### src/rtl/axi_bridge_arbiter.sv
// axi_bridge_arbiter: shares one AXI3 master between inst/data sram-like ports; data reads win; RAW_CHECK_EN blocks reads that hit a pending write word
module axi_bridge_arbiter (
   input  logic        clk,
   input  logic        resetn,
   input  logic        inst_sram_req_i,
   input  logic        inst_sram_wr_i,
   input  logic [1:0]  inst_sram_size_i,
   input  logic [3:0]  inst_sram_wstrb_i,
   input  logic [31:0] inst_sram_addr_i,
   input  logic [31:0] inst_sram_wdata_i,
   output logic        inst_sram_addr_ok_o,
   output logic        inst_sram_data_ok_o,
   output logic [31:0] inst_sram_rdata_o,
   input  logic        data_sram_req_i,
   input  logic        data_sram_wr_i,
   input  logic [1:0]  data_sram_size_i,
   input  logic [3:0]  data_sram_wstrb_i,
   input  logic [31:0] data_sram_addr_i,
   input  logic [31:0] data_sram_wdata_i,
   output logic        data_sram_addr_ok_o,
   output logic        data_sram_data_ok_o,
   output logic [31:0] data_sram_rdata_o,
   output logic [3:0]  arid_o,
   output logic [31:0] araddr_o,
   output logic [7:0]  arlen_o,
   output logic [2:0]  arsize_o,
   output logic [1:0]  arburst_o,
   output logic [1:0]  arlock_o,
   output logic [3:0]  arcache_o,
   output logic [2:0]  arprot_o,
   output logic        arvalid_o,
   input  logic        arready_i,
   input  logic [3:0]  rid_i,
   input  logic [31:0] rdata_i,
   input  logic [1:0]  rresp_i,
   input  logic        rlast_i,
   input  logic        rvalid_i,
   output logic        rready_o,
   output logic [3:0]  awid_o,
   output logic [31:0] awaddr_o,
   output logic [7:0]  awlen_o,
   output logic [2:0]  awsize_o,
   output logic [1:0]  awburst_o,
   output logic [1:0]  awlock_o,
   output logic [3:0]  awcache_o,
   output logic [2:0]  awprot_o,
   output logic        awvalid_o,
   input  logic        awready_i,
   output logic [3:0]  wid_o,
   output logic [31:0] wdata_o,
   output logic [3:0]  wstrb_o,
   output logic        wlast_o,
   output logic        wvalid_o,
   input  logic        wready_i,
   input  logic [3:0]  bid_i,
   input  logic [1:0]  bresp_i,
   input  logic        bvalid_i,
   output logic        bready_o
);
   typedef enum logic [1:0] {RD_IDLE, RD_AR, RD_R} rd_state_t;
   typedef enum logic [1:0] {WR_IDLE, WR_ADDR, WR_RESP} wr_state_t;
   rd_state_t   rd_state_q;
   wr_state_t   wr_state_q;
   logic [31:0] araddr_q, awaddr_q, wdata_q;
   logic [2:0]  arsize_q, awsize_q;
   logic [3:0]  wstrb_q;
   logic        arid_q, rd_owner_q, arvalid_q, rready_q, awvalid_q, wvalid_q, bready_q;
   logic        raw_inst, raw_data, data_busy, data_rd_go, inst_rd_go, wr_go, aw_done, w_done;
   logic        unused_ok;

   // a read is held off while it targets the word of a write still in flight
   always_comb begin
`ifdef RAW_CHECK_EN
      raw_inst = (wr_state_q != WR_IDLE) && (inst_sram_addr_i[31:2] == awaddr_q[31:2]);
      raw_data = (wr_state_q != WR_IDLE) && (data_sram_addr_i[31:2] == awaddr_q[31:2]);
`else
      raw_inst = 1'b0;
      raw_data = 1'b0;
`endif
   end

   assign data_busy  = (rd_state_q != RD_IDLE && rd_owner_q) || wr_state_q != WR_IDLE;
   assign data_rd_go = rd_state_q == RD_IDLE && data_sram_req_i && !data_sram_wr_i && !data_busy && !raw_data;
   assign inst_rd_go = rd_state_q == RD_IDLE && !data_rd_go && inst_sram_req_i && !raw_inst;
   assign wr_go      = wr_state_q == WR_IDLE && data_sram_req_i && data_sram_wr_i && !data_busy;
   assign aw_done    = !awvalid_q || awready_i;
   assign w_done     = !wvalid_q || wready_i;

   // read FSM: one outstanding read, data side granted ahead of inst side
   always_ff @(posedge clk) begin
      if (!resetn) begin
         rd_state_q <= RD_IDLE;
         araddr_q   <= '0;
         arsize_q   <= '0;
         arid_q     <= 1'b0;
         rd_owner_q <= 1'b0;
         arvalid_q  <= 1'b0;
         rready_q   <= 1'b0;
      end else begin
         case (rd_state_q)
            RD_IDLE: if (data_rd_go || inst_rd_go) begin
               araddr_q   <= data_rd_go ? data_sram_addr_i : inst_sram_addr_i;
               arsize_q   <= {1'b0, data_rd_go ? data_sram_size_i : inst_sram_size_i};
               arid_q     <= data_rd_go;
               rd_owner_q <= data_rd_go;
               arvalid_q  <= 1'b1;
               rd_state_q <= RD_AR;
            end
            RD_AR: if (arready_i) begin
               arvalid_q  <= 1'b0;
               rready_q   <= 1'b1;
               rd_state_q <= RD_R;
            end
            RD_R: if (rvalid_i) begin
               rready_q   <= 1'b0;
               rd_state_q <= RD_IDLE;
            end
            default: rd_state_q <= RD_IDLE;
         endcase
      end
   end

   // write FSM: data side only; AW and W handshake independently, then wait for B
   always_ff @(posedge clk) begin
      if (!resetn) begin
         wr_state_q <= WR_IDLE;
         awaddr_q   <= '0;
         awsize_q   <= '0;
         wdata_q    <= '0;
         wstrb_q    <= '0;
         awvalid_q  <= 1'b0;
         wvalid_q   <= 1'b0;
         bready_q   <= 1'b0;
      end else begin
         case (wr_state_q)
            WR_IDLE: if (wr_go) begin
               awaddr_q   <= data_sram_addr_i;
               awsize_q   <= {1'b0, data_sram_size_i};
               wdata_q    <= data_sram_wdata_i;
               wstrb_q    <= data_sram_wstrb_i;
               awvalid_q  <= 1'b1;
               wvalid_q   <= 1'b1;
               wr_state_q <= WR_ADDR;
            end
            WR_ADDR: begin
               if (awready_i) awvalid_q <= 1'b0;
               if (wready_i) wvalid_q <= 1'b0;
               if (aw_done && w_done) begin
                  bready_q   <= 1'b1;
                  wr_state_q <= WR_RESP;
               end
            end
            WR_RESP: if (bvalid_i) begin
               bready_q   <= 1'b0;
               wr_state_q <= WR_IDLE;
            end
            default: wr_state_q <= WR_IDLE;
         endcase
      end
   end

   assign inst_sram_addr_ok_o = arvalid_q && arready_i && !rd_owner_q;
   assign data_sram_addr_ok_o = (arvalid_q && arready_i && rd_owner_q) || (wr_state_q == WR_ADDR && aw_done && w_done);
   assign inst_sram_data_ok_o = rready_q && rvalid_i && !rid_i[0];
   assign data_sram_data_ok_o = (rready_q && rvalid_i && rid_i[0]) || (bready_q && bvalid_i);
   assign inst_sram_rdata_o   = rdata_i;
   assign data_sram_rdata_o   = rdata_i;

   assign arid_o    = {3'b000, arid_q};
   assign araddr_o  = araddr_q;
   assign arlen_o   = 8'd0;
   assign arsize_o  = arsize_q;
   assign arburst_o = 2'b01;
   assign arlock_o  = 2'b00;
   assign arcache_o = 4'd0;
   assign arprot_o  = 3'd0;
   assign arvalid_o = arvalid_q;
   assign rready_o  = rready_q;

   assign awid_o    = 4'd1;
   assign awaddr_o  = awaddr_q;
   assign awlen_o   = 8'd0;
   assign awsize_o  = awsize_q;
   assign awburst_o = 2'b01;
   assign awlock_o  = 2'b00;
   assign awcache_o = 4'd0;
   assign awprot_o  = 3'd0;
   assign awvalid_o = awvalid_q;
   assign wid_o     = 4'd1;
   assign wdata_o   = wdata_q;
   assign wstrb_o   = wstrb_q;
   assign wlast_o   = 1'b1;
   assign wvalid_o  = wvalid_q;
   assign bready_o  = bready_q;

   assign unused_ok = ^{inst_sram_wr_i, inst_sram_wstrb_i, inst_sram_wdata_i, rid_i[3:1], rresp_i, rlast_i, bid_i, bresp_i};
endmodule
### config.mk
export PLATFORM = sky130hd
export DESIGN_NAME = axi_bridge_arbiter
export DESIGN_NICKNAME = d
export VERILOG_FILES = /design/src/rtl/axi_bridge_arbiter.sv
export SDC_FILE = /design/constraint.sdc
export NUM_CORES = 1
export LEC_CHECK = 0
export CORE_AREA = 2 2 167 169
export DETAILED_ROUTE_END_ITERATION = 10
export DIE_AREA = 0 0 169 171
export PLACE_DENSITY = 0.59
export REMOVE_ABC_BUFFERS = 1
export SYNTH_ARGS = -nofsm -noshare
export SYNTH_HDL_FRONTEND = slang
export SYNTH_SLANG_ARGS = --single-unit
### constraint.sdc
create_clock -name clk -period 1.85 [get_ports clk]
set_input_delay 0.185 -clock clk [delete_from_list [all_inputs] [get_ports clk]]
set_output_delay 0.185 -clock clk [all_outputs]
set_load 0.005 [all_outputs]
* Yosys cells after proc, flatten, opt, wreduce, memory -nomap -nowiden *
Index checks and enable logic that the tools add are counted.
W data, S select, Z words.

storage, ports and cells
  input bits = 196
  output and inout port bits = 230
  logic and storage cells = 99
  register bits after elaboration = 114

cells by class
  muxes and demuxes = 24
  equal/unequal tests = 12
  reduce and logical (&&, ||, !) cells = 49

operators by type and width
  operator              number
  $mux W32              1
  $reduce_and A3 Y1     7
  $logic_and A1 B1 Y1   19
  $mux W2               7
  $ne A2 B2 Y1 const B  7
  $pmux W2 S3           2
  $reduce_bool A2 Y1    6
  $pmux W1 S2           5
  $mux W1               9
  $logic_not A1 Y1      7
  $logic_or A1 B1 Y1    6
  $eq A2 B1 Y1 const B  2
  $eq A2 B2 Y1 const B  2
  $logic_not A2 Y1      2
  $reduce_and A2 Y1     2
  $ne A2 B1 Y1 const B  1

* Depth between registers and ports, before layout *
  word-level depth = 11
  mapped depth = 7
  mapped depth without buffers = 3

* Worst setup path before layout *
No wires, ideal clock.

  path type = reg-to-reg
  start point = register rd_state_q[1]
  end point = register araddr_q[0], in the netlist araddr_o[0]
  clock period less this slack = 1.657 ns
  cell stages (with the launch flop) = 8
  setup time = 0.089 ns
  data arrival time = 1.568 ns
  slack = 0.193 ns
  buffers on the path = 4
  required time = 1.761 ns
  cell sequence = dfxtp_1 -> buf_6 -> or3_1 -> buf_2 -> or2_1 -> buf_6 -> buf_6 -> a311oi_2

on the way
  cells in the longest elaborated chain, start to end = 10
  elaborated cells on any way between the ends = 14
  classes of those cells = mux (1); reduce/logical (13)

RTL lines
  what                              RTL line  text
  start: declaration                62        rd_state_t rd_state_q;
  start signal: assignment          92        rd_state_q <= RD_IDLE;
  start signal: assignment          107       rd_state_q <= RD_AR;
  start signal: assignment          112       rd_state_q <= RD_R;
  $reduce_bool A2 Y1                82        assign data_busy = (rd_state_q != RD_IDLE && rd_owner_q) || wr_state_q != WR_IDLE;
  $logic_and A1 B1 Y1               82
  $logic_or A1 B1 Y1                82
  $logic_not A1 Y1                  83        assign data_rd_go = rd_state_q == RD_IDLE && data_sram_req_i && !data_sram_wr_i && !data_busy && !raw_data;
  $logic_and A1 B1 Y1               83
  $logic_not A1 Y1                  84        assign inst_rd_go = rd_state_q == RD_IDLE && !data_rd_go && inst_sram_req_i && !raw_inst;
  $logic_and A1 B1 Y1 (2 in a row)  84
  $logic_or A1 B1 Y1                101       RD_IDLE: if (data_rd_go || inst_rd_go) begin
  $reduce_and A2 Y1 (no line)       -
  end signal: assignment            102       araddr_q <= data_rd_go ? data_sram_addr_i : inst_sram_addr_i;
  end: declaration                  64        logic [31:0] araddr_q, awaddr_q, wdata_q;

Parallel ways exist; a longest one is shown, timed or not.
A chain may end at the register's enable or synchronous reset.

* Final worst setup path *
  start point = register wr_state_q[0]
  end point = register wdata_q[22], in the netlist wdata_o[22]

on the way
  cells in the longest elaborated chain, start to end = 5
  elaborated cells on any way between the ends = 8
  classes of those cells = reduce/logical (8)

RTL lines
  what                                                              RTL line     text
  start: declaration                                                63           wr_state_t wr_state_q;
  start signal: assignment                                          126          wr_state_q <= WR_IDLE;
  start signal: assignment                                          143          wr_state_q <= WR_ADDR;
  start signal: assignment                                          150          wr_state_q <= WR_RESP;
  $logic_not A2 Y1 / $reduce_bool A2 Y1 (equally long branches)     85, 135, 82
  $logic_and A1 B1 Y1 / $logic_or A1 B1 Y1 (equally long branches)  85, 82
  $logic_and A1 B1 Y1 / $logic_not A1 Y1 (equally long branches)    85           assign wr_go = wr_state_q == WR_IDLE && data_sram_req_i && data_sram_wr_i && !data_busy;
  $logic_and A1 B1 Y1                                               85
  $reduce_and A2 Y1 (no line) (*)                                   -
  end signal: assignment                                            139          wdata_q <= data_sram_wdata_i;
  end: declaration                                                  64

Every way passes the cells marked *; elsewhere a longest branch is shown, timed or not.

==> results.txt <==
Arr. time, crit path: 2040 ps
post-DR wirelength/cell: 17.5 µm
critical path's slowest cell: or3b_2
crit-path max FO: 25
vias: 4,988
CTS tree: built
H-tree levels: 4
grt total ovfl: 0
register-to-register setup slack: 130 ps
GPL Wtd Cong: 0.737
Worst setup SP type: flip-flop
n_diodes: 0
sequential-to-total area share from yosys stat: 38.9%
post-CTS setup buffer count: 0
hold path depth: 4
# nets final: 1,025
CTS Buf Count: 17
RSZ-0062 raised after global routing: false
worst skew pair latency: 410 ps
Antenna Nets Post-Route: 0
CP Cell Sequence: or3b_2 -> nor3b_2 -> buf_4 -> buf_12 -> mux2i_1
drt total wl: 20,700 µm
TritonRoute pass-1 iters: 4
Gate Count Post-Synth: 673
starting density of the core: 21.4%
top_reg_cell synth: dfxtp_1
largest net degree at the start of global routing: 81
Max Cap Viol: 0
Layout area overhead: 44.8%
vias in the first global route: 4,836
Post-synth EDFFs: 0
r2r worst-path depth: 5
min Tclk post-route: 1720 ps
# setup viols final: 0
number of top-level pins: 426
Final Util: 31.1%
placement row count: 61
Core Area: 27,300 µm²
clk_skew: 16.4 ps
FF-to-FF Start: wr_state_q[0]
Max stage delay on crit path: 470 ps
clock root buffer: clkbuf_16
Netlist cell types: 31
Async SR Flop Fraction: 0%
layout cells sized above 1: 11.2%
placed insts: 1,156
Total GRT Usage: 14.1%
Remaining DRCs: 0
quantity of gates resized following cts: 4
clock buffer depth: 2
Die Y: 171 µm
mapped cell area: 5860 µm²
#FFs+latches synth: 114
DP HPWL: 15,600 µm
Max Freq: 581 MHz
HP Class: in -> reg
Fin. Hold Viols: 0
CTS Hold Bufs: 0
CTS Sinks: 114
Worst Hold Path EP: wdata_o[0]
Non-Filler Instances: 1,186
hold wc startpoint: resetn
Die ar.: 28,900 µm²
Slew Viols, Final: 0
Die W: 169 µm
Crit Reg-Reg Endpoint: wdata_o[22]
DRT iter0 DRCs: 225
Crit Path Class: reg -> reg
vias per std cell: 4.21
Synth warnings: 0
Peak VDD IR: 495 µV
pwr/cell area: 860 nW/µm²
initial antenna violation count: 0
Post-Syn Area per Cell: 8.71 µm²
period utilization: 93.1%
first-pass GRT wire length: 30,300 µm
clock-pin slew on the worst setup and hold paths: 60 ps
status: completed
crit end category: flip-flop
# port buffers: 228
CP Data Required Time: 2170 ps
Leak: 0.00316 µW
==> layout by cell type, fill, tap and decap left out, types with 4 or more instances in the layout <==
master / Yosys / final
clkdlybuf4s50_1: 0 / 226
nand2_1: 213 / 213
dfxtp_1: 114 / 113
mux2i_1: 70 / 70
conb_1: 2 / 52
nor3_1: 34 / 34
a311oi_2: 28 / 28
clkbuf_16: 0 / 17
buf_4: 118 / 17
buf_12: 0 / 9
o21a_1: 7 / 7
a311oi_1: 6 / 6
nor2_1: 5 / 5
clkinv_2: 0 / 5
clkbuf_8: 0 / 4
==> metal layers <==
layer	vias up	share of wire (%)	GRT usage [%]
met5	-	0.60	3.65
met4	3	1.3	3.90
met3	29	15	9.65
met2	308	40	20.1
met1	2274	42	16.8
li1	2374	-	-
==> synth_stat cells, types with 5 or more instances <==
cell type	number	area, µm²
a311oi_1	6	52.6
a311oi_2	28	420
buf_4	118	886
buf_6	12	135
clkbuf_1	33	124
dfxtp_1	114	2280
mux2i_1	70	701
nand2_1	213	800
nor2_1	5	18.8
nor3_1	34	170
o21a_1	7	52.6
==> sequential cells by signal, indices dropped and copies added, names as in the netlist <==
| register | cells |
|---|---|
| araddr_o | 32 |
| awvalid_o | 1 |
| arsize_o | 2 |
| wvalid_o | 1 |
| wstrb_o | 4 |
| rready_o | 1 |
| wr_state_q | 2 |
| rd_owner_q | 1 |
| rd_state_q | 2 |
| awaddr_o | 32 |
| wdata_o | 32 |
| awsize_o | 2 |
| bready_o | 1 |
| arvalid_o | 1 |
==> area by class of cell <==
cell class / instances / area [µm²]
Inverter: 3 / 11.3
Sequential cell: 114 / 2280
Fill cell: 2858 / 18800
Tap cell: 346 / 433
Clock inverter: 6 / 55.1
Clock buffer: 24 / 492
Timing Repair Buffer: 253 / 2570
Multi-Input combinational cell: 440 / 2640
==> cell families after synthesis <==
family / after synthesis / synth area share [%]
other: 2 / 0.128
multiplexers: 70 / 12.0
AND/OR/NAND/NOR: 266 / 18.6
AO/OA/AOI/OAI: 52 / 10.3
buffers and inverters: 169 / 20.0
flip-flops: 114 / 38.9
==> worst max path at each step <==
stage,start,end,slack (ps)
floorplan,wr_state_q[1],awaddr_o[0],-7450
global placement,data_sram_req_i,wdata_o[1],-160
detailed placement,data_sram_req_i,awaddr_o[8],-200
CTS,awvalid_o,data_sram_addr_ok_o,0.9
global route,wr_state_q[1],awaddr_o[4],0.03
finish,wr_state_q[0],wdata_o[22],130
==> report_power, final <==
part           internal (µW)  leakage [µW]  switching, µW  total (µW)
sequential              2640      0.000935            104        2750
combinational            817       0.00195            628        1450
clock                   1960      0.000275           1140        3110
==> critical path, delay by kind of cell (launching register included) <==
kind | cells | cell delay, ps
DFF | 1 | 330
and+or+nand+nor | 2 | 690
muxes | 1 | 210
buffers and inverters | 2 | 370
==> metrics by stage <==
step	total power [µW]	worst slack [ps]	setup TNS [ps]	area [µm²]	hold slack, ps
global route	7700	0.0295	0	8490	313
floorplan	3370	-7450	-569280	4890	302
CTS	7450	0.857	0	8470	282
global placement	4240	-156	-11910	7910	370
detailed placement	4250	-198	-15030	7910	370
finish	7300	128	0	8490	311
Note: power is estimated with default switching activity, not from simulation.
